### config.mk
export PLATFORM = sky130hd
export DESIGN_NAME = hawk_axi_rd_dwnszr
export DESIGN_NICKNAME = d
export VERILOG_FILES = /design/src/rtl/hacd_pkg.sv /design/src/rtl/hawk_axi_rd_dwnszr.sv
export SDC_FILE = /design/constraint.sdc
export NUM_CORES = 2
export LEC_CHECK = 0
export ABC_AREA = 1
export ABC_CLOCK_PERIOD_IN_PS = 3500
export CAP_MARGIN = 20
export CORE_AREA = 2 2 379 381
export DETAILED_ROUTE_END_ITERATION = 8
export DIE_AREA = 0 0 381 383
export GPL_TIMING_DRIVEN = 0
export PLACE_DENSITY_LB_ADDON = 0.25
export SYNTH_ARGS = -nofsm -noshare
export SYNTH_HDL_FRONTEND = slang
export SYNTH_SLANG_ARGS = --single-unit
### constraint.sdc
create_clock -name clk -period 3.5 [get_ports clk]
set_input_delay 1.05 -clock clk [delete_from_list [all_inputs] [get_ports clk]]
set_output_delay 1.05 -clock clk [all_outputs]
set_load 0.02 [all_outputs]
### src/rtl/hacd_pkg.sv
// hacd_pkg: shared types and constants for the AXI read downsizer.
// Provides the FSM state enum, default widths, AXI encodings and resp merge.
package hacd_pkg;

    localparam int         HACD_S_DW       = 512;
    localparam int         HACD_M_DW       = 256;
    localparam logic [2:0] HACD_M_ARSIZE   = 3'd5;
    localparam logic [1:0] AXI_BURST_INCR  = 2'b01;
    localparam logic [1:0] AXI_RESP_OKAY   = 2'b00;
    localparam logic [1:0] AXI_RESP_SLVERR = 2'b10;

    typedef enum logic [1:0] {
        IDLE = 2'd0,
        MAR  = 2'd1,
        DATA = 2'd2,
        ERR  = 2'd3
    } hacd_state_e;

    // Worst of two AXI responses (higher code is more severe).
    function automatic logic [1:0] resp_max(
        input logic [1:0] a,
        input logic [1:0] b
    );
        return (a > b) ? a : b;
    endfunction

endpackage

### src/rtl/hawk_axi_rd_dwnszr.sv
// hawk_axi_rd_dwnszr: single-outstanding AXI read downsizer, S_DW -> M_DW.
// Ports: clk/rst; s_axi_ar*/s_axi_r* upstream slave; m_axi_ar*/m_axi_r* to the
// memory controller; proto_err sticky flag for memory-controller rlast misuse.
// S_DW is expected to be exactly 2*M_DW.
module hawk_axi_rd_dwnszr
    import hacd_pkg::*;
#(
    parameter int ID_W   = 6,
    parameter int ADDR_W = 64,
    parameter int S_DW   = HACD_S_DW,
    parameter int M_DW   = HACD_M_DW
) (
    input  logic              clk,
    input  logic              rst,
    input  logic [ID_W-1:0]   s_axi_arid,
    input  logic [ADDR_W-1:0] s_axi_araddr,
    input  logic [7:0]        s_axi_arlen,
    input  logic [2:0]        s_axi_arsize,
    input  logic [1:0]        s_axi_arburst,
    input  logic              s_axi_arvalid,
    output logic              s_axi_arready,
    output logic [ID_W-1:0]   s_axi_rid,
    output logic [S_DW-1:0]   s_axi_rdata,
    output logic [1:0]        s_axi_rresp,
    output logic              s_axi_rlast,
    output logic              s_axi_rvalid,
    input  logic              s_axi_rready,
    output logic [ID_W-1:0]   m_axi_arid,
    output logic [ADDR_W-1:0] m_axi_araddr,
    output logic [7:0]        m_axi_arlen,
    output logic [2:0]        m_axi_arsize,
    output logic [1:0]        m_axi_arburst,
    output logic              m_axi_arvalid,
    input  logic              m_axi_arready,
    input  logic [ID_W-1:0]   m_axi_rid,
    input  logic [M_DW-1:0]   m_axi_rdata,
    input  logic [1:0]        m_axi_rresp,
    input  logic              m_axi_rlast,
    input  logic              m_axi_rvalid,
    output logic              m_axi_rready,
    output logic              proto_err
);

    hacd_state_e       state_q,     state_d;
    logic [ID_W-1:0]   id_q,        id_d;
    logic [ADDR_W-1:0] addr_q,      addr_d;
    logic [7:0]        len_q,       len_d;
    logic              half_q,      half_d;
    logic [7:0]        beat_q,      beat_d;
    logic [M_DW-1:0]   lo_q,        lo_d;
    logic [1:0]        lo_resp_q,   lo_resp_d;
    logic [S_DW-1:0]   out_data_q,  out_data_d;
    logic [1:0]        out_resp_q,  out_resp_d;
    logic              out_last_q,  out_last_d;
    logic              out_valid_q, out_valid_d;
    logic              perr_q,      perr_d;

    logic s_fire;
    logic m_fire;
    logic last_pair;
    logic out_done;
    logic out_free;
    logic in_mar;
    logic unused_ok;

    // Burst size/type are implied by the cacheline path; MC rid is not trusted.
    assign unused_ok = ^{s_axi_arsize, s_axi_arburst, m_axi_rid};

    assign in_mar    = (state_q == MAR);
    assign s_fire    = out_valid_q & s_axi_rready;
    assign m_fire    = m_axi_rvalid & m_axi_rready;
    assign last_pair = (beat_q == len_q);
    // Final beat already staged: nothing more may be loaded this burst.
    assign out_done  = out_valid_q & out_last_q;
    assign out_free  = ~out_valid_q | s_axi_rready;

    assign s_axi_arready = (state_q == IDLE) & ~rst;
    assign s_axi_rid     = id_q;
    assign s_axi_rdata   = out_data_q;
    assign s_axi_rresp   = out_resp_q;
    assign s_axi_rlast   = out_last_q;
    assign s_axi_rvalid  = out_valid_q;

    assign m_axi_arvalid = in_mar;
    assign m_axi_arid    = in_mar ? id_q : '0;
    assign m_axi_araddr  = in_mar ? addr_q : '0;
    assign m_axi_arlen   = in_mar ? {len_q[6:0], 1'b1} : 8'd0;
    assign m_axi_arsize  = in_mar ? HACD_M_ARSIZE : 3'd0;
    assign m_axi_arburst = in_mar ? AXI_BURST_INCR : 2'd0;
    assign m_axi_rready  = (state_q == DATA) & out_free;

    assign proto_err = perr_q;

    always_comb begin
        state_d     = state_q;
        id_d        = id_q;
        addr_d      = addr_q;
        len_d       = len_q;
        half_d      = half_q;
        beat_d      = beat_q;
        lo_d        = lo_q;
        lo_resp_d   = lo_resp_q;
        out_data_d  = out_data_q;
        out_resp_d  = out_resp_q;
        out_last_d  = out_last_q;
        out_valid_d = out_valid_q;
        perr_d      = perr_q;

        if (s_fire) begin
            out_valid_d = 1'b0;
            out_last_d  = 1'b0;
        end

        unique case (state_q)
            IDLE: begin
                if (s_axi_arvalid) begin
                    id_d    = s_axi_arid;
                    addr_d  = s_axi_araddr;
                    len_d   = s_axi_arlen;
                    beat_d  = 8'd0;
                    half_d  = 1'b0;
                    state_d = s_axi_arlen[7] ? ERR : MAR;
                end
            end
            MAR: begin
                if (m_axi_arready) begin
                    state_d = DATA;
                end
            end
            DATA: begin
                if (m_fire) begin
                    if (!half_q) begin
                        lo_d      = m_axi_rdata;
                        lo_resp_d = m_axi_rresp;
                        half_d    = 1'b1;
                        if (m_axi_rlast) begin
                            perr_d = 1'b1;
                        end
                    end else begin
                        out_data_d  = {m_axi_rdata, lo_q};
                        out_resp_d  = resp_max(lo_resp_q, m_axi_rresp);
                        out_last_d  = last_pair;
                        out_valid_d = 1'b1;
                        beat_d      = beat_q + 8'd1;
                        half_d      = 1'b0;
                        if (last_pair && !m_axi_rlast) begin
                            perr_d = 1'b1;
                        end
                    end
                end
                if (s_fire && out_last_q) begin
                    state_d = IDLE;
                    beat_d  = 8'd0;
                    half_d  = 1'b0;
                end
            end
            ERR: begin
                if (out_free && !out_done) begin
                    out_data_d  = '0;
                    out_resp_d  = AXI_RESP_SLVERR;
                    out_last_d  = last_pair;
                    out_valid_d = 1'b1;
                    beat_d      = beat_q + 8'd1;
                end
                if (s_fire && out_last_q) begin
                    state_d = IDLE;
                    beat_d  = 8'd0;
                    half_d  = 1'b0;
                end
            end
            default: state_d = IDLE;
        endcase
    end

    always_ff @(posedge clk) begin
        if (rst) begin
            state_q     <= IDLE;
            id_q        <= '0;
            addr_q      <= '0;
            len_q       <= 8'd0;
            half_q      <= 1'b0;
            beat_q      <= 8'd0;
            lo_q        <= '0;
            lo_resp_q   <= 2'd0;
            out_data_q  <= '0;
            out_resp_q  <= 2'd0;
            out_last_q  <= 1'b0;
            out_valid_q <= 1'b0;
            perr_q      <= 1'b0;
        end else begin
            state_q     <= state_d;
            id_q        <= id_d;
            addr_q      <= addr_d;
            len_q       <= len_d;
            half_q      <= half_d;
            beat_q      <= beat_d;
            lo_q        <= lo_d;
            lo_resp_q   <= lo_resp_d;
            out_data_q  <= out_data_d;
            out_resp_q  <= out_resp_d;
            out_last_q  <= out_last_d;
            out_valid_q <= out_valid_d;
            perr_q      <= perr_d;
        end
    end

endmodule

==> impl_metrics.ini <==
[placed_design]
dpl.hpwl_mm = 113
dp.cells = 6826
place_congestion = 0.904
io_buffers = 949
placed_area_mm2 = 0.0427

[synth]
yosys_register_bits = 864
synth_edf_count = 0
ys.flop_type = dfxtp_1
synth_common_cells = nand2_1 (1,097), dfxtp_1 (864), nor2_1 (614), a21oi_1 (608), o21ai_0 (345)
synth_top_area_cell = dfxtp_1
avgSynthCellArea_um2 = 7.74
async_reset_ff_share_pct = 0
synthDistinctLibCells = 28
ys_seq_area_share_pct = 56.3
syn_inst = 3970
mappedNetlistArea_mm2 = 0.0307
synth_area_leaders = dfxtp_1 (56%), nand2_1 (13%), a21oi_1 (9.9%), nor2_1 (7.5%), o21ai_0 (5.6%)
yosysMostFrequentCell = nand2_1
ys_warn_count = 0
synth.top_cell.area_share_pct = 56.3

[clock_tree]
cts-root-buf = clkbuf_16
cts_inserted_buffers = 102
cts_sinks = 864
ctsHoldBuffers = 0
clk_pin_slew_ps = 60
cts_tree = done
clk_latency_ps = 710
h-tree-depth = 3
ctsLongestPathBuffers = 3

[cells_and_area]
multi_input_area_mm2 = 0.0115
fill_cells = 15400
drive_gt1_share_pct = 7.56
instances_no_fill = 7018
area_growth_pct = 50.3
final_cell_area_mm2 = 0.0462
fin_nets = 5386
regArea_mm2 = 0.0173

[setup_path]
setup.reg_to_reg.worst_slack_ps = 940
slowest_delay_ps = 520
cp_cell_sequence = clkdlybuf4s50_1 -> nor2_2 -> nor2_2 -> dlygate4sd2_1
crit_family = buffers and inverters
cp_max_fo = 3
cp-start-kind = primary input
required_ps = 2450
r2r_end = lo_q[3]
reg2regPathDepth = 7
path_buf_inv = 2
cpMostUsedCell = nor2_2
path_class = primary input to primary output
end_kind = primary output
crit_slowest_cell = clkdlybuf4s50_1
worst_ep_arrival_time_ps = 2370
r2r_start = state_q[1]

[floorplan]
initial_core_util_pct = 21.6
num_rows = 139
num_io_pins = 963
dieArea_mm2 = 0.146
die_h_um = 383
coreArea_mm2 = 0.142
die_w_um = 381

[timing]
tns_ps = 0
tightestPinTransition_ps = 1080
whs_ps = 438
finalSetupViolCount = 0
fin_crit_sh_pct = 97.8
rsz0062_at_grt = false
slew_viol_final = 0
fin_skew_ps = 27.9
hold_viol_final = 0
min_period_ps = 3420
relSlewSlack_pct = 27.7
max_freq_ghz = 0.292

[grt]
grt.overflow.total = 0
grt_max_degree = 15
grt_pass1_vias = 29500
antenna_found_initial = 24
track_usage_pct = 19.2
grt_pass1_wl_mm = 206

[power_and_ir_drop]
ir_drop_uv = 474
power_density_mw_per_mm2 = 536
p_total_mw = 24.8
leakage_nw = 17.0

[detailed_routing]
drc = 0
first_pass_iters = 7
wl_per_cell_um = 20.8
ant_nets = 0
via_per_inst = 4.28
num_vias = 30000
totalWireLength_mm = 146
drt_iter0_markers = 1714

[flow_run]
drv_cap = 0

[worst_hold_path]
hp-class = register to register
hp-start = lo_q[143]
holdPathEnd = s_axi_rdata[143]
whs_path_depth = 2

[status]
status = finished, final reports clean
==> worst register-to-register path, delay by kind of cell (launching register included) <==
| family | cells | cell delay [ps] |
|---|---|---|
| AO/OA/AOI/OAI | 1 | 190 |
| flip-flops | 1 | 420 |
| buffers and inverters | 1 | 740 |
| AND/OR/NAND/NOR | 5 | 1130 |
==> state kept, by name, summed over array words and instances, names as in the netlist, 2 cells and up <==
signal / count
s_axi_rid: 6
len_q: 8
s_axi_rdata: 512
state_q: 2
s_axi_rresp: 2
lo_q: 256
beat_q: 8
addr_q: 64
lo_resp_q: 2
==> cells by family (layout without fill, tap and decap cells) <==
logic type / count (synthesis) / after routing / synth area share, %
xor gates and xnor gates: 2 / 2 / 0.0570
buffers and inverters: 410 / 1547 / 6.58
and+or+nand+nor: 1732 / 1732 / 21.3
AOI/OAI and AO/OA: 957 / 957 / 15.6
adders and majority gates: 4 / 4 / 0.163
DFF: 864 / 864 / 56.3
other: 1 / 9 / 0.0122
==> worst max path at each step <==
stage                            start                to  slack [ps]  depth (start not counted)
after floorplan             state_q[0]  m_axi_araddr[59]         670                          6
after global placement             rst  s_axi_rdata[254]       -1230                          5
after detailed placement           rst        addr_q[12]        -830                          6
after CTS                   state_q[0]  m_axi_araddr[53]         -40                          7
after global routing        state_q[0]     m_axi_arid[0]           3                          6
final                     s_axi_rready      m_axi_rready          80                          4
==> per-layer routing <==
layer	track usage [%]	share of wire (%)	routed length (um)
met1	23.0	41	60200
met4	6.98	3.3	4750
met2	31.4	46	67200
met5	0	0.097	142
met3	7.18	9.2	13500
==> timing repair <==
| item | 4_1_cts | 5_1_grt |
|---|---|---|
| setup buffers | 1 | 0 |
| resized for setup | 123 | 24 |
| setup endpoints to repair | 85 | 22 |
| pin swaps | 1 | 1 |
| endpoints found under the hold margin | 0 | 0 |
==> metrics by stage <==
step | setup slack [ps] | utilization (%)
finish | 77.1 | 32.5
global route | 3.14 | 32.5
CTS | -41.7 | 32.5
detailed placement | -828 | 30.0
global placement | -1230 | 30.0
floorplan | 665 | -
==> layout make-up <==
type | instances | share of cell area, %
Tap cell | 1903 | 5.15
Timing Repair Buffer | 953 | 20.5
Antenna cell | 7 | 0.0379
Clock inverter | 41 | 1.09
Clock buffer | 143 | 6.44
Multi-Input combinational cell | 2697 | 24.9
Sequential cell | 864 | 37.4
Inverter | 113 | 0.918
Buffer | 297 | 3.53
==> where the power goes <==
| part | total [mW] | internal, mW | switching (mW) |
|---|---|---|---|
| sequential | 10.6 | 10.4 | 0.245 |
| combinational | 3.08 | 1.08 | 2.00 |
| clock | 11.1 | 6.53 | 4.56 |
==> layout by cell type (no fill, tap or decap), types with 5 or more instances in the layout <==
master	n
dlymetal6s2s_1	6
clkdlybuf4s50_1	872
buf_2	125
o21ai_0	345
dlygate4sd2_1	51
nor2_1	606
clkinv_2	19
clkbuf_16	102
clkdlybuf4s15_2	8
bufinv_16	8
clkbuf_8	28
a21oi_1	608
inv_6	5
nand2_1	1097
inv_2	6
clkdlybuf4s15_1	6
nand3_1	10
buf_8	15
buf_6	22
diode_2	7
clkbuf_2	8
nor2_4	8
inv_1	106
clkbuf_1	133
buf_4	10
dfxtp_1	862
Power figures use the tool's default switching activity.
